$ cat config.mk
export PLATFORM = sky130hd
export DESIGN_NAME = wb_store_buffer
export DESIGN_NICKNAME = d
export VERILOG_FILES = /design/src/rtl/babel_pkg.sv /design/src/rtl/wb_fwd_match.sv /design/src/rtl/wb_store_buffer.sv
export SDC_FILE = /design/constraint.sdc
export NUM_CORES = 1
export LEC_CHECK = 0
export BUFFER_PORTS_ARGS = -buffer_cell sky130_fd_sc_hd__buf_2
export CORE_MARGIN = 4
export CORE_UTILIZATION = 64
export DETAILED_ROUTE_END_ITERATION = 7
export PLACE_DENSITY = 0.87
export SETUP_SLACK_MARGIN = 0.2
export SYNTH_ARGS = -nofsm -noshare
export SYNTH_HDL_FRONTEND = slang
export SYNTH_HIERARCHICAL = 1
export SYNTH_SLANG_ARGS = --single-unit
$ cat constraint.sdc
create_clock -name clk -period 12.9 [get_ports clk]
set_input_delay 0.645 -clock clk [delete_from_list [all_inputs] [get_ports clk]]
set_output_delay 0.645 -clock clk [all_outputs]
set_load 0.005 [all_outputs]
$ cat src/rtl/babel_pkg.sv
// Shared types and constants for the writeback store path.
package babel_pkg;

  typedef enum logic [1:0] {
    DRAIN_IDLE,
    DRAIN_REQ,
    DRAIN_WACK
  } drain_state_t;

  localparam int unsigned TAG_PAD_W = 7;
  localparam logic        TAG_WRITE  = 1'b1;
  localparam logic [1:0]  TAG_MEMORY = 2'b10;
  localparam logic [2:0]  TAG_DATA   = 3'b001;

  // Tag for every store drained to the D-cache: {WRITE, MEMORY, DATA, pad}
  localparam logic [12:0] STORE_TAG = {TAG_WRITE, TAG_MEMORY, TAG_DATA, {TAG_PAD_W{1'b0}}};

endpackage

$ cat src/rtl/wb_fwd_match.sv
// Youngest-match search over the store buffer entries for load forwarding.
module wb_fwd_match #(
  parameter int unsigned  DEPTH  = 4,
  parameter int unsigned  ADDR_W = 64,
  localparam int unsigned PTR_W  = $clog2(DEPTH)
) (
  input  logic [DEPTH-1:0]  validMask,
  input  logic [ADDR_W-1:0] addrs [DEPTH],
  input  logic [ADDR_W-1:0] lookupAddr,
  input  logic [PTR_W-1:0]  tail,
  output logic              hit,
  output logic [PTR_W-1:0]  idx
);

  logic [PTR_W-1:0] pos;

  // Walk from oldest slot to tail-1 so the last match written is the youngest.
  always_comb begin
    hit = 1'b0;
    idx = '0;
    pos = '0;
    for (int k = DEPTH - 1; k >= 0; k--) begin
      pos = tail - PTR_W'(k + 1);
      if (validMask[pos] && (addrs[pos] == lookupAddr)) begin
        hit = 1'b1;
        idx = pos;
      end
    end
  end

endmodule

$ cat src/rtl/wb_store_buffer.sv
// In-order store buffer between WriteBack and the D-cache, with load forwarding.
module wb_store_buffer
  import babel_pkg::*;
#(
  parameter int unsigned  DEPTH  = 4,
  parameter int unsigned  ADDR_W = 64,
  parameter int unsigned  DATA_W = 64,
  parameter int unsigned  TAG_W  = 13,
  localparam int unsigned PTR_W  = $clog2(DEPTH),
  localparam int unsigned CNT_W  = $clog2(DEPTH + 1)
) (
  input  logic              clk,
  input  logic              reset,
  input  logic              enq_valid,
  output logic              enq_ready,
  input  logic [ADDR_W-1:0] enq_addr,
  input  logic [DATA_W-1:0] enq_data,
  input  logic [ADDR_W-1:0] fwd_addr,
  output logic              fwd_hit,
  output logic [DATA_W-1:0] fwd_data,
  input  logic              fence_req,
  output logic              fence_done,
  output logic              reqcyc,
  output logic [ADDR_W-1:0] req,
  output logic [DATA_W-1:0] reqdata,
  output logic [TAG_W-1:0]  reqtag,
  input  logic              reqack,
  input  logic              writeack,
  output logic [CNT_W-1:0]  count,
  output logic [31:0]       inprogress,
  output logic              did_write
);

  logic [ADDR_W-1:0] entryAddr [DEPTH];
  logic [DATA_W-1:0] entryData [DEPTH];
  logic [PTR_W-1:0]  headPtr;
  logic [PTR_W-1:0]  tailPtr;
  drain_state_t      state;

  logic              enqFire;
  logic              popFire;
  logic [DEPTH-1:0]  validMask;
  logic [PTR_W-1:0]  slotAge;
  logic [PTR_W-1:0]  fwdIdx;

  assign fence_done = (count == '0) && (state == DRAIN_IDLE);
  assign enq_ready  = (count != CNT_W'(DEPTH)) && !(fence_req && !fence_done);
  assign enqFire    = enq_valid && enq_ready;
  assign popFire    = ((state == DRAIN_REQ) && reqack && writeack) ||
                      ((state == DRAIN_WACK) && writeack);
  assign inprogress = 32'(count);

  // Entry payload needs no reset: occupancy is tracked by count.
  always_ff @(posedge clk) begin
    if (enqFire) begin
      entryAddr[tailPtr] <= enq_addr;
      entryData[tailPtr] <= enq_data;
    end
  end

  always_ff @(posedge clk or negedge reset) begin
    if (!reset) begin
      headPtr <= '0;
      tailPtr <= '0;
      count   <= '0;
    end else begin
      if (enqFire) tailPtr <= tailPtr + PTR_W'(1);
      if (popFire) headPtr <= headPtr + PTR_W'(1);
      if (enqFire && !popFire)      count <= count + CNT_W'(1);
      else if (!enqFire && popFire) count <= count - CNT_W'(1);
    end
  end

  // Drain FSM: one outstanding write, request fields held until reqack.
  always_ff @(posedge clk or negedge reset) begin
    if (!reset) begin
      state     <= DRAIN_IDLE;
      reqcyc    <= 1'b0;
      req       <= '0;
      reqdata   <= '0;
      reqtag    <= '0;
      did_write <= 1'b0;
    end else begin
      did_write <= 1'b0;
      unique case (state)
        DRAIN_IDLE: begin
          if (count != '0) begin
            req     <= entryAddr[headPtr];
            reqdata <= entryData[headPtr];
            reqtag  <= TAG_W'(STORE_TAG);
            reqcyc  <= 1'b1;
            state   <= DRAIN_REQ;
          end
        end
        DRAIN_REQ: begin
          if (reqack) begin
            reqcyc <= 1'b0;
            if (writeack) begin
              did_write <= 1'b1;
              state     <= DRAIN_IDLE;
            end else begin
              state <= DRAIN_WACK;
            end
          end
        end
        DRAIN_WACK: begin
          if (writeack) begin
            did_write <= 1'b1;
            state     <= DRAIN_IDLE;
          end
        end
        default: state <= DRAIN_IDLE;
      endcase
    end
  end

  // A slot is occupied when its distance from head is below count.
  always_comb begin
    validMask = '0;
    slotAge   = '0;
    for (int i = 0; i < DEPTH; i++) begin
      slotAge      = PTR_W'(i) - headPtr;
      validMask[i] = CNT_W'(slotAge) < count;
    end
  end

  wb_fwd_match #(
    .DEPTH (DEPTH),
    .ADDR_W(ADDR_W)
  ) u_fwd_match (
    .validMask (validMask),
    .addrs     (entryAddr),
    .lookupAddr(fwd_addr),
    .tail      (tailPtr),
    .hit       (fwd_hit),
    .idx       (fwdIdx)
  );

  assign fwd_data = fwd_hit ? entryData[fwdIdx] : '0;

endmodule

==> results.json <==
{
  "num_rows": 87,
  "drt-wirelength-per-cell_um": 38.2,
  "slew_headroom_pct": 19.4,
  "port_buffers": 403,
  "p_comb_share_pct": 47.5,
  "first_pass_iters": 6,
  "ant_nets": 0,
  "synthCells": 2277,
  "clk_pin_slew_ps": 80,
  "tightestPinTransition_ps": 1200,
  "area_delta_synth_final_pct": 12.0,
  "p_leak_nw": 14.8,
  "finalSetupViolations": 0,
  "skew_ps": 47.8,
  "placed_area_mm2": 0.0386,
  "dieWidth_um": 247,
  "arrival_ps": 8000,
  "cts_buffers": 68,
  "ys_seq_area_share_pct": 51.7,
  "place_congestion": 1.05,
  "cts_tree": "built",
  "fin_nets": 2806,
  "ioPinCount": 443,
  "h-tree-depth": 3,
  "netlist_area_mm2": 0.0365,
  "rsz0062_at_grt": "no",
  "vdd_drop_max_mv": 0.236,
  "drt_wl_total_um": 131000,
  "hold_class": "in2reg",
  "cp-end-kind": "primary output",
  "seqPwrFrac_pct": 32.1,
  "fin_cells": 3421,
  "status": "complete, no violations",
  "grt_pass1_vias": 25200,
  "coreArea_mm2": 0.0564,
  "cts_buffer_depth": 3,
  "synth_top_area_share_pct": 42.1,
  "initial_utilization_pct": 64.7,
  "final_design_area_no_fill_mm2": 0.0409,
  "clkPwrFrac_pct": 20.4,
  "syn_area_per_cell_um2": 16.0,
  "synth_area_leaders": "edfxtp_1, mux4_2, dfrtp_1, mux2i_1, mux2_2",
  "numClockSinks": 652,
  "post-route-min-period_ps": 8650,
  "slew_viol_final": 0,
  "crit_fanout": 133,
  "postSynth.asyncResetShare_pct": 21.5,
  "ys_warn_count": 6,
  "drc": 0,
  "power.density_mw_per_mm2": 243,
  "ys_types": 75,
  "viasPerCell": 7.35,
  "synth-edff-count": 512,
  "clk_latency_ps": 660,
  "layout_common_cells": "edfxtp_1, buf_2, mux4_2, mux2i_1, xnor2_1",
  "place_hpwl_um": 87400,
  "p_int_mw": 6.01,
  "critPathKind": "reg2out",
  "die-area_mm2": 0.0609,
  "setup_tns_ps": 0,
  "final_common_cell": "edfxtp_1",
  "switchingPower_mw": 3.91,
  "die_height_um": 247,
  "yosys_most_used_dff": "edfxtp_1",
  "grt_pass1_wl_um": 184000,
  "swShare_pct": 39.4,
  "root_buffer": "clkbuf_16",
  "grt_antenna_before_repair": 20,
  "grt_max_degree": 144,
  "ys_ff_latch": 652,
  "drv_cap": 0,
  "grt_overflow_total": 0,
  "cp.required_ps": 12260,
  "vias": 25100,
  "max_freq_ghz": 0.116,
  "synth_top_area_cell": "edfxtp_1",
  "grtUsageTotal_pct": 42.5,
  "timing.final.crit_share_pct": 67.0,
  "drive_above_1_share_pct": 39.1,
  "startpoint_type": "flip-flop",
  "timing_hold_violations_final": 0,
  "place_inst": 3280,
  "drt_iter0_drc": 3380
}
[layout make-up]
cell class / instances / area (um2)
flip-flops and latches: 652 / 18900
multi-input cells: 1398 / 16300
repair buffers: 435 / 2330
inverters: 40 / 150
fillers: 3349 / 15500
well taps: 756 / 946
clock buffers: 103 / 1910
clock inverters: 22 / 355
diodes: 15 / 37.5
[kinds of logic (layout without fill, tap and decap cells)]
logic type	count (synthesis)	in the layout	synth area share [%]
mux	677	677	30.5
flops	652	652	51.7
buf+inv	265	600	4.24
simple gates	250	250	3.93
compound gates	214	214	4.18
xor+xnor	205	205	4.92
fa+ha+maj	13	13	0.466
other cells	1	54	0.0103
[synth_stat cells, types with 23 or more instances]
cell type	count
edfxtp_1	512
mux4_2	329
mux2i_1	182
xnor2_1	154
mux2_2	153
dfrtp_1	140
and2_1	70
buf_4	65
buf_2	57
clkbuf_1	54
xor2_1	51
nand2_1	45
inv_1	39
a21oi_1	38
nand4_1	36
o21ai_0	35
o22ai_1	25
buf_6	23
[through the flow]
| step | hold WS [ps] | utilization, % | worst slack, ps | power [mW] |
|---|---|---|---|---|
| 6_report | 203 | 72.5 | 4250 | 9.93 |
| 5_1_grt | 203 | 72.5 | 4010 | 10.2 |
| 4_1_cts | 185 | 72.5 | 4460 | 9.81 |
| 3_5_place_dp | 481 | 68.4 | 5190 | 7.71 |
| 3_3_place_gp | 478 | 68.4 | 5240 | 7.59 |
| 2_1_floorplan | 349 | - | 7930 | 6.28 |
[worst paths after layout]
| kind | from | endpoint | cells after the start | slack, ps |
|---|---|---|---|---|
| worst min register to register | req[22] | req[22] | 1 | 500 |
| worst max register to register | tailPtr[0] | entryAddr[4] | 5 | 8800 |
| worst max-delay path | tailPtr[1] | fwd_data[45] | 15 | 4250 |
| min in group asynchronous | reset | reqdata[8] | 2 | 500 |
| worst min-delay path | enq_data[46] | entryData[0][46] | 1 | 200 |
| max in group asynchronous | reset | tailPtr[1] | 3 | 11090 |
[per-layer routing]
metal | part of all wire (%) | track usage [%]
met5 | 0.10 | 0
met4 | 6.2 | 19.3
met3 | 11 | 10.4
met2 | 49 | 69.4
met1 | 34 | 54.7
[worst max-delay path, cell delays in order (launching register included)]
cell and delay, ps:
dfrtp_4 490, buf_12 460, buf_4 750, mux2i_1 330, a21oi_1 550, nand3_1 170
a211oi_1 560, nand4_1 320, a2111oi_4 660, or3_2 230, buf_4 590, nor4b_4 320
buf_4 850, mux4_2 500, and2_1 230, buf_2 140
[sequential cells by signal, summed over array words and instances (netlist names)]
name / cells
tailPtr: 2
entryAddr: 256
did_write: 1
req: 64
reqcyc: 1
headPtr: 2
reqdata: 64
reqtag: 1
entryData: 256
count: 3
state: 2
[timing repair]
action / 4_1_cts / 5_1_grt
setup buffers: 0 / 0
hold endpoints to repair: 31 / 0
endpoints found under the setup margin: 0 / 0
resized for setup: 0 / 0
hold buffers: 1 / 0
[power by group through the flow]
stage	sequential (mW)	clock, mW	combinational [mW]
detailed placement	3.18	0	4.53
global route	3.23	2.12	4.85
finish	3.19	2.02	4.71
global placement	3.13	0	4.46
CTS	3.17	2.02	4.62
floorplan	3.03	0	3.25
(Power assumes the default switching activity.)
